[src/rtl/fifo_flags.sv]
// Synchronous FIFO with registered read data, occupancy count, programmable
// almost-full/almost-empty flags and sticky overflow/underflow errors.
module fifo_flags #(
    parameter int DATA_WIDTH = 12,
    parameter int ADDR_WIDTH = 3
) (
    input  logic                  clk,
    input  logic                  reset,
    input  logic                  push,
    input  logic                  pop,
    input  logic [DATA_WIDTH-1:0] data_in,
    input  logic [ADDR_WIDTH:0]   af_thr,
    input  logic [ADDR_WIDTH:0]   ae_thr,
    output logic [DATA_WIDTH-1:0] data_out,
    output logic [ADDR_WIDTH:0]   count,
    output logic                  empty,
    output logic                  full,
    output logic                  almost_full,
    output logic                  almost_empty,
    output logic                  overflow_err,
    output logic                  underflow_err
);

    localparam int DEPTH = 2 ** ADDR_WIDTH;
    localparam logic [ADDR_WIDTH:0]   DEPTH_C = (ADDR_WIDTH + 1)'(DEPTH);
    localparam logic [ADDR_WIDTH:0]   CNT_ONE = (ADDR_WIDTH + 1)'(1);
    localparam logic [ADDR_WIDTH-1:0] PTR_ONE = ADDR_WIDTH'(1);

    logic [DATA_WIDTH-1:0] mem_q [DEPTH];

    logic [ADDR_WIDTH-1:0] wr_ptr_q, wr_ptr_d;
    logic [ADDR_WIDTH-1:0] rd_ptr_q, rd_ptr_d;
    logic [ADDR_WIDTH:0]   count_q, count_d;
    logic [DATA_WIDTH-1:0] data_out_q, data_out_d;
    logic                  ovf_q, ovf_d;
    logic                  udf_q, udf_d;

    logic empty_w;
    logic full_w;
    logic push_acc;
    logic pop_acc;

    assign empty_w = (count_q == '0);
    assign full_w  = (count_q == DEPTH_C);

    // A full FIFO still takes a push when the same edge frees a slot.
    assign pop_acc  = pop && !empty_w;
    assign push_acc = push && (!full_w || pop_acc);

    always_comb begin
        wr_ptr_d   = wr_ptr_q;
        rd_ptr_d   = rd_ptr_q;
        count_d    = count_q;
        data_out_d = data_out_q;
        ovf_d      = ovf_q;
        udf_d      = udf_q;

        if (push_acc) begin
            wr_ptr_d = wr_ptr_q + PTR_ONE;
        end
        if (pop_acc) begin
            rd_ptr_d   = rd_ptr_q + PTR_ONE;
            data_out_d = mem_q[rd_ptr_q];
        end

        case ({push_acc, pop_acc})
            2'b10:   count_d = count_q + CNT_ONE;
            2'b01:   count_d = count_q - CNT_ONE;
            default: count_d = count_q;
        endcase

        if (push && full_w && !pop) begin
            ovf_d = 1'b1;
        end
        if (pop && empty_w) begin
            udf_d = 1'b1;
        end
    end

    always_ff @(posedge clk or posedge reset) begin
        if (reset) begin
            wr_ptr_q   <= '0;
            rd_ptr_q   <= '0;
            count_q    <= '0;
            data_out_q <= '0;
            ovf_q      <= 1'b0;
            udf_q      <= 1'b0;
        end else begin
            wr_ptr_q   <= wr_ptr_d;
            rd_ptr_q   <= rd_ptr_d;
            count_q    <= count_d;
            data_out_q <= data_out_d;
            ovf_q      <= ovf_d;
            udf_q      <= udf_d;
        end
    end

    // Storage needs no reset: clearing the pointers and count discards it.
    always_ff @(posedge clk) begin
        if (push_acc && !reset) begin
            mem_q[wr_ptr_q] <= data_in;
        end
    end

    assign data_out      = data_out_q;
    assign count         = count_q;
    assign empty         = empty_w;
    assign full          = full_w;
    assign almost_full   = (count_q >= af_thr);
    assign almost_empty  = (count_q <= ae_thr);
    assign overflow_err  = ovf_q;
    assign underflow_err = udf_q;

endmodule

[config.mk]
export PLATFORM = sky130hd
export DESIGN_NAME = fifo_flags
export DESIGN_NICKNAME = d
export VERILOG_FILES = /design/src/rtl/fifo_flags.sv
export SDC_FILE = /design/constraint.sdc
export NUM_CORES = 1
export LEC_CHECK = 0
export CAP_MARGIN = 20
export CORE_MARGIN = 1.5
export CORE_UTILIZATION = 40
export DETAILED_ROUTE_END_ITERATION = 16
export MAX_ROUTING_LAYER = met4
export PLACE_DENSITY = 0.61
export SETUP_SLACK_MARGIN = 0.05
export SYNTH_ARGS = -nofsm -noshare
export SYNTH_HDL_FRONTEND = slang
export SYNTH_SLANG_ARGS = --single-unit
[constraint.sdc]
create_clock -name clk -period 4.1 [get_ports clk]
set_input_delay 0.82 -clock clk [delete_from_list [all_inputs] [get_ports clk]]
set_output_delay 0.82 -clock clk [all_outputs]
set_load 0.02 [all_outputs]
# Word-level counts from Yosys, hierarchy flattened
# Memory sizes are Yosys's and may differ from the RTL's. A register that Yosys moved wholly into a read port is not among the register bits.
# Cells that the tools add are included.
[totals]
register_bits = 12
ramBits = 96
input_bits = 24
out_inout_bits = 22
mem_count = 1
[mem_list]
columns = ["memory", "depth", "width", "read_ports", "rd_ports_with_merged_regs", "wr", "line", "source"]
rows = [
  ["mem_q", 8, 12, 1, 1, 1, "29", "logic [DATA_WIDTH-1:0] mem_q [DEPTH];"],
]
[op_classes]
n_addsub = 4
n_lt_le_gt_ge = 2
n_eq_ne = 3
n_mux = 3
n_reduce_logical = 13
[op_table]
columns = ["operator", "count"]
rows = [
  ["one-hot mux 4 bit (2 select lines)", 1],
  ["adder 3 x 1 -> 3 bit (second input constant)", 2],
  ["logical AND 1 bit", 6],
  ["adder 4 x 1 -> 4 bit (second input constant)", 1],
  ["equality test 4 bit (second input constant)", 1],
  [">= comparator 4 bit", 1],
  ["less-or-equal comparator 4 bit", 1],
  ["logical NOT 1 bit", 4],
  ["logical NOT 4 bit", 1],
  ["subtractor 4 x 1 -> 4 bit (second input constant)", 1],
  ["equality test 2 x 1 -> 1 bit (second input constant)", 1],
  ["equality test 2 bit (second input constant)", 1],
  ["2-to-1 mux 1 bit", 2],
  ["nonzero test 2 bit", 1],
  ["logical OR 1 bit", 1],
]

# Logic depth before layout (Yosys ltp)
# Gate-level depths: netlist of the first run.
[depth]
word_depth = 8
mapped_depth = 11
ltp_nobuf = 9

# Worst setup path after synthesis of the first run
# No wires, ideal clock.
[synth_path]
path_type = "input to register"
from = "in push"
to = "mem mem_q[4][0], enable pin"
setup_ns = 0.412
arrival_ns = 2.610
setup_slack_ns = 1.078
path_stages = 4
path_buffers = 1
cell_sequence = "buf_2 -> o31ai_4 -> or2_1 -> nor4_1"
[synth_via]
elab_chain_cells = 4
[synth_lines]
columns = ["item", "line", "source"]
rows = [
  ["start: declaration", "9", "input logic push,"],
  ["logical AND 1 bit", "48", "assign push_acc = push && (!full_w || pop_acc);"],
  ["logical AND 1 bit", "100", "if (push_acc && !reset) begin"],
  ["2-to-1 mux 1 bit", "100", ""],
  ["2-to-1 mux 1 bit (not written as such)", "101", "mem_q[wr_ptr_q] <= data_in;"],
  ["end: declaration", "29", ""],
]
# No other way between the ends.

# Final worst setup path of the first run
[layout_path]
from = "in ae_thr[1]"
to = "out almost_empty"
[layout_via]
elab_chain_cells = 1
[layout_lines]
columns = ["item", "line", "source"]
rows = [
  ["start: declaration", "13", "input logic [ADDR_WIDTH:0] ae_thr,"],
  ["less-or-equal comparator 4 bit", "110", "assign almost_empty = (count_q <= ae_thr);"],
  ["end: declaration", "19", "output logic almost_empty,"],
]
# No other way between the ends.

==> reports/results.ini, run 1 <==
[routing]
wl_per_cell_um=17.7
met1_length_um=4500
routed_wl_um=10000
wl_met2_um=5000
drt_pre_antenna_iters=4
num_vias=2842
drtIter0Drc=148
highest-signal-layer=met4
drcViolationCount=0
wl_met3_um=418
vias_per_cell=5.02
ant_nets=0

[global_routing]
antenna_found_initial=0
gr-total-overflow=0
grt_usage_pct=17.1
grt_max_degree=29
grt_pass1_vias=2857
grt_pass1_wl_um=15800

[die]
design.die.area_um2=13300
placementRows=40
die_w_um=115
io_pins=46
initial_core_util_pct=41.5
die_y_um=115
core-area_um2=12200

[clock_network]
ctsHoldBuffers=0
cts_resized=0
clockBufferDepth=2
postCtsSetupBuffers=0
clkTransAtPathRegs_ns=0.05
ctsRootBufferMaster=clkbuf_16
insertion_delay_ns=0.41
cts_sinks=120
cts_buffers=17
htreeDepth=4
cts_tree=done

[timing]
min_period_over_period_pct=89.2
worstMarginPinSlew_ns=0.690
setup-tns-final_ns=0
skew_ns=0.00860
fmaxAchievable_mhz=273
finalHoldViolCount=0
fin_crit_ns=3.66
rsz0062_at_grt=no
relSlewSlack_pct=53.8
setup_viol_count_final=0
final_max_slew_viol_count=0

[logic_synthesis]
syn_inst=325
synth-seq-cells=120
synth_async_sr_flop_share_pct=20.0
syn_area_um2=5040
ys_warn_count=0
synth_edf_count=96
ys_seq_area_share_pct=69.1
synthFlopType=edfxtp_1
avgSynthCellArea_um2=15.5
yosys.cell_types.count=40
synthesis.nets=360

[outcome]
status=finished, final reports clean

[critical_path]
path_class=input port to output pin
crit_fanout=2
arrival_ns=2.84
crit_path_end_kind=output pin
cp-start-kind=input port
required_ns=3.28

[power_and_ir_drop]
p_sw_share_pct=29.8
p_seq_share_pct=36.1
switching_power_uw=1400
pwr-share-clk_pct=34.5
p_leak_uw=0.00238
internal_power_uw=3290
powerDensity_nw_per_um2=732
ir_drop_uv=623
pwr-share-comb_pct=29.4

[cells_and_area]
nFillCells=987
regArea_um2=3480
final_cell_mix=edfxtp_1 (96), clkdlybuf4s50_1 (45), mux2_2 (26), mux2i_1 (25), dfrtp_1 (23)
final_layout_size_suffix_gt1_share_pct=20.4
multi_input_area_um2=1440
fin_area_um2=6400
nets=420
diodes=0
areaGrowthSynthToFinish_pct=26.9
final_common_cell=edfxtp_1

[min_path]
hold_class=flop to flop

[place]
hpwl_um=6010
io_buffers=45
postPlaceCellArea_um2=5740
routabilityCongestion=0.735

[run]
maxCapViolations=0

-- stage by stage --
step                setup WS, ns  total power [µW]  utilization (%)  instances  hold slack, ns
finish                     0.442              4690             52.6        566           0.450
floorplan                   1.08              2620                -        325           0.503
detailed placement         0.425              3110             47.2        534           0.443
global route               0.348              4930             52.6        566           0.463
CTS                        0.422              4730             52.6        566           0.456
global placement           0.489              3060             47.0        533           0.442
-- layer usage --
| metal | GRT usage [%] | up-vias |
|---|---|---|
| met3 | 6.06 | 6 |
| met1 | 21.8 | 1409 |
| met2 | 26.4 | 56 |
| met4 | 4.20 | 0 |
| li1 | - | 1371 |
| met5 | - | - |
-- power groups by stage --
| stage | sequential (µW) | combinational, µW | clock, µW |
|---|---|---|---|
| after floorplan | 1730 | 893 | 0 |
| after global placement | 1770 | 1300 | 0 |
| after detailed placement | 1710 | 1390 | 0 |
| after CTS | 1690 | 1400 | 1640 |
| after global routing | 1710 | 1510 | 1700 |
| final | 1690 | 1380 | 1620 |
-- cells in the mapped netlist, types with 3 or more instances --
| master | count | area share [%] |
|---|---|---|
| edfxtp_1 | 96 | 57 |
| mux2_2 | 26 | 5.8 |
| mux2i_1 | 25 | 5.0 |
| dfrtp_1 | 24 | 12 |
| nand2_1 | 16 | 1.2 |
| o21ai_0 | 14 | 1.4 |
| nor2_1 | 13 | 0.97 |
| a221o_1 | 12 | 2.4 |
| inv_1 | 12 | 0.89 |
| o22ai_1 | 12 | 1.5 |
| ha_1 | 11 | 2.7 |
| a21o_1 | 5 | 0.74 |
| buf_2 | 5 | 0.50 |
| clkbuf_1 | 5 | 0.37 |
| nor3_1 | 5 | 0.50 |
| buf_4 | 4 | 0.60 |
| nor2b_1 | 4 | 0.50 |
| xnor2_1 | 4 | 0.69 |
| nand3_1 | 3 | 0.30 |
| xor2_1 | 3 | 0.52 |
-- cells by family (layout without fill, tap and decap cells) --
| kind of cell | after synthesis | count (layout) | synth area share [%] |
|---|---|---|---|
| AOI/OAI and AO/OA | 54 | 54 | 7.97 |
| xor gates and xnor gates | 7 | 7 | 1.22 |
| adders and majority gates | 11 | 11 | 2.73 |
| buffers and inverters | 29 | 102 | 2.90 |
| DFF | 120 | 120 | 69.1 |
| muxes | 52 | 52 | 11.1 |
| and+or+nand+nor | 52 | 52 | 5.01 |
-- worst paths after layout --
kind                                    start            end  slack, ns  depth (start not counted)
worst max-delay path                ae_thr[1]   almost_empty       0.44                          8
worst min-delay path            underflow_err  underflow_err       0.45                          1
worst max register to register       count[1]       count[2]       1.05                          9
worst min register to register  underflow_err  underflow_err       0.45                          1
max in group asynchronous               reset    rd_ptr_q[0]       2.70                          3
min in group asynchronous               reset    data_out[5]       0.79                          2
-- registers in the layout (all words and copies together), names as in the netlist --
register,count
wr_ptr_q,3
data_out,12
overflow_err,1
underflow_err,1
count,4
mem_q,96
rd_ptr_q,3
-- cell type report --
class                           count  share of cell area (%)
Sequential cell                   120                    54.5
Multi-Input combinational cell    176                    22.5
Timing Repair Buffer               58                    8.76
Clock buffer                       22                    7.73
Tap cell                          168                    3.29
Clock inverter                     10                    2.54
Inverter                           12                   0.704
-- critical path, cell delays in order --
cell             delay, ns
clkdlybuf4s50_1       0.46
inv_1                 0.04
ha_1                  0.29
nor2b_1               0.14
o21a_1                0.17
o21a_1                0.16
o21ai_0               0.14
clkdlybuf4s50_1       0.62
Note: power is estimated with default switching activity, not from simulation.
==> run 2: changes to the inputs <==
- SKIP_CTS_REPAIR_TIMING: unset -> 1
==> results of run 2 <==
The final DEF is identical to that of run 1; final timing and power are the same.
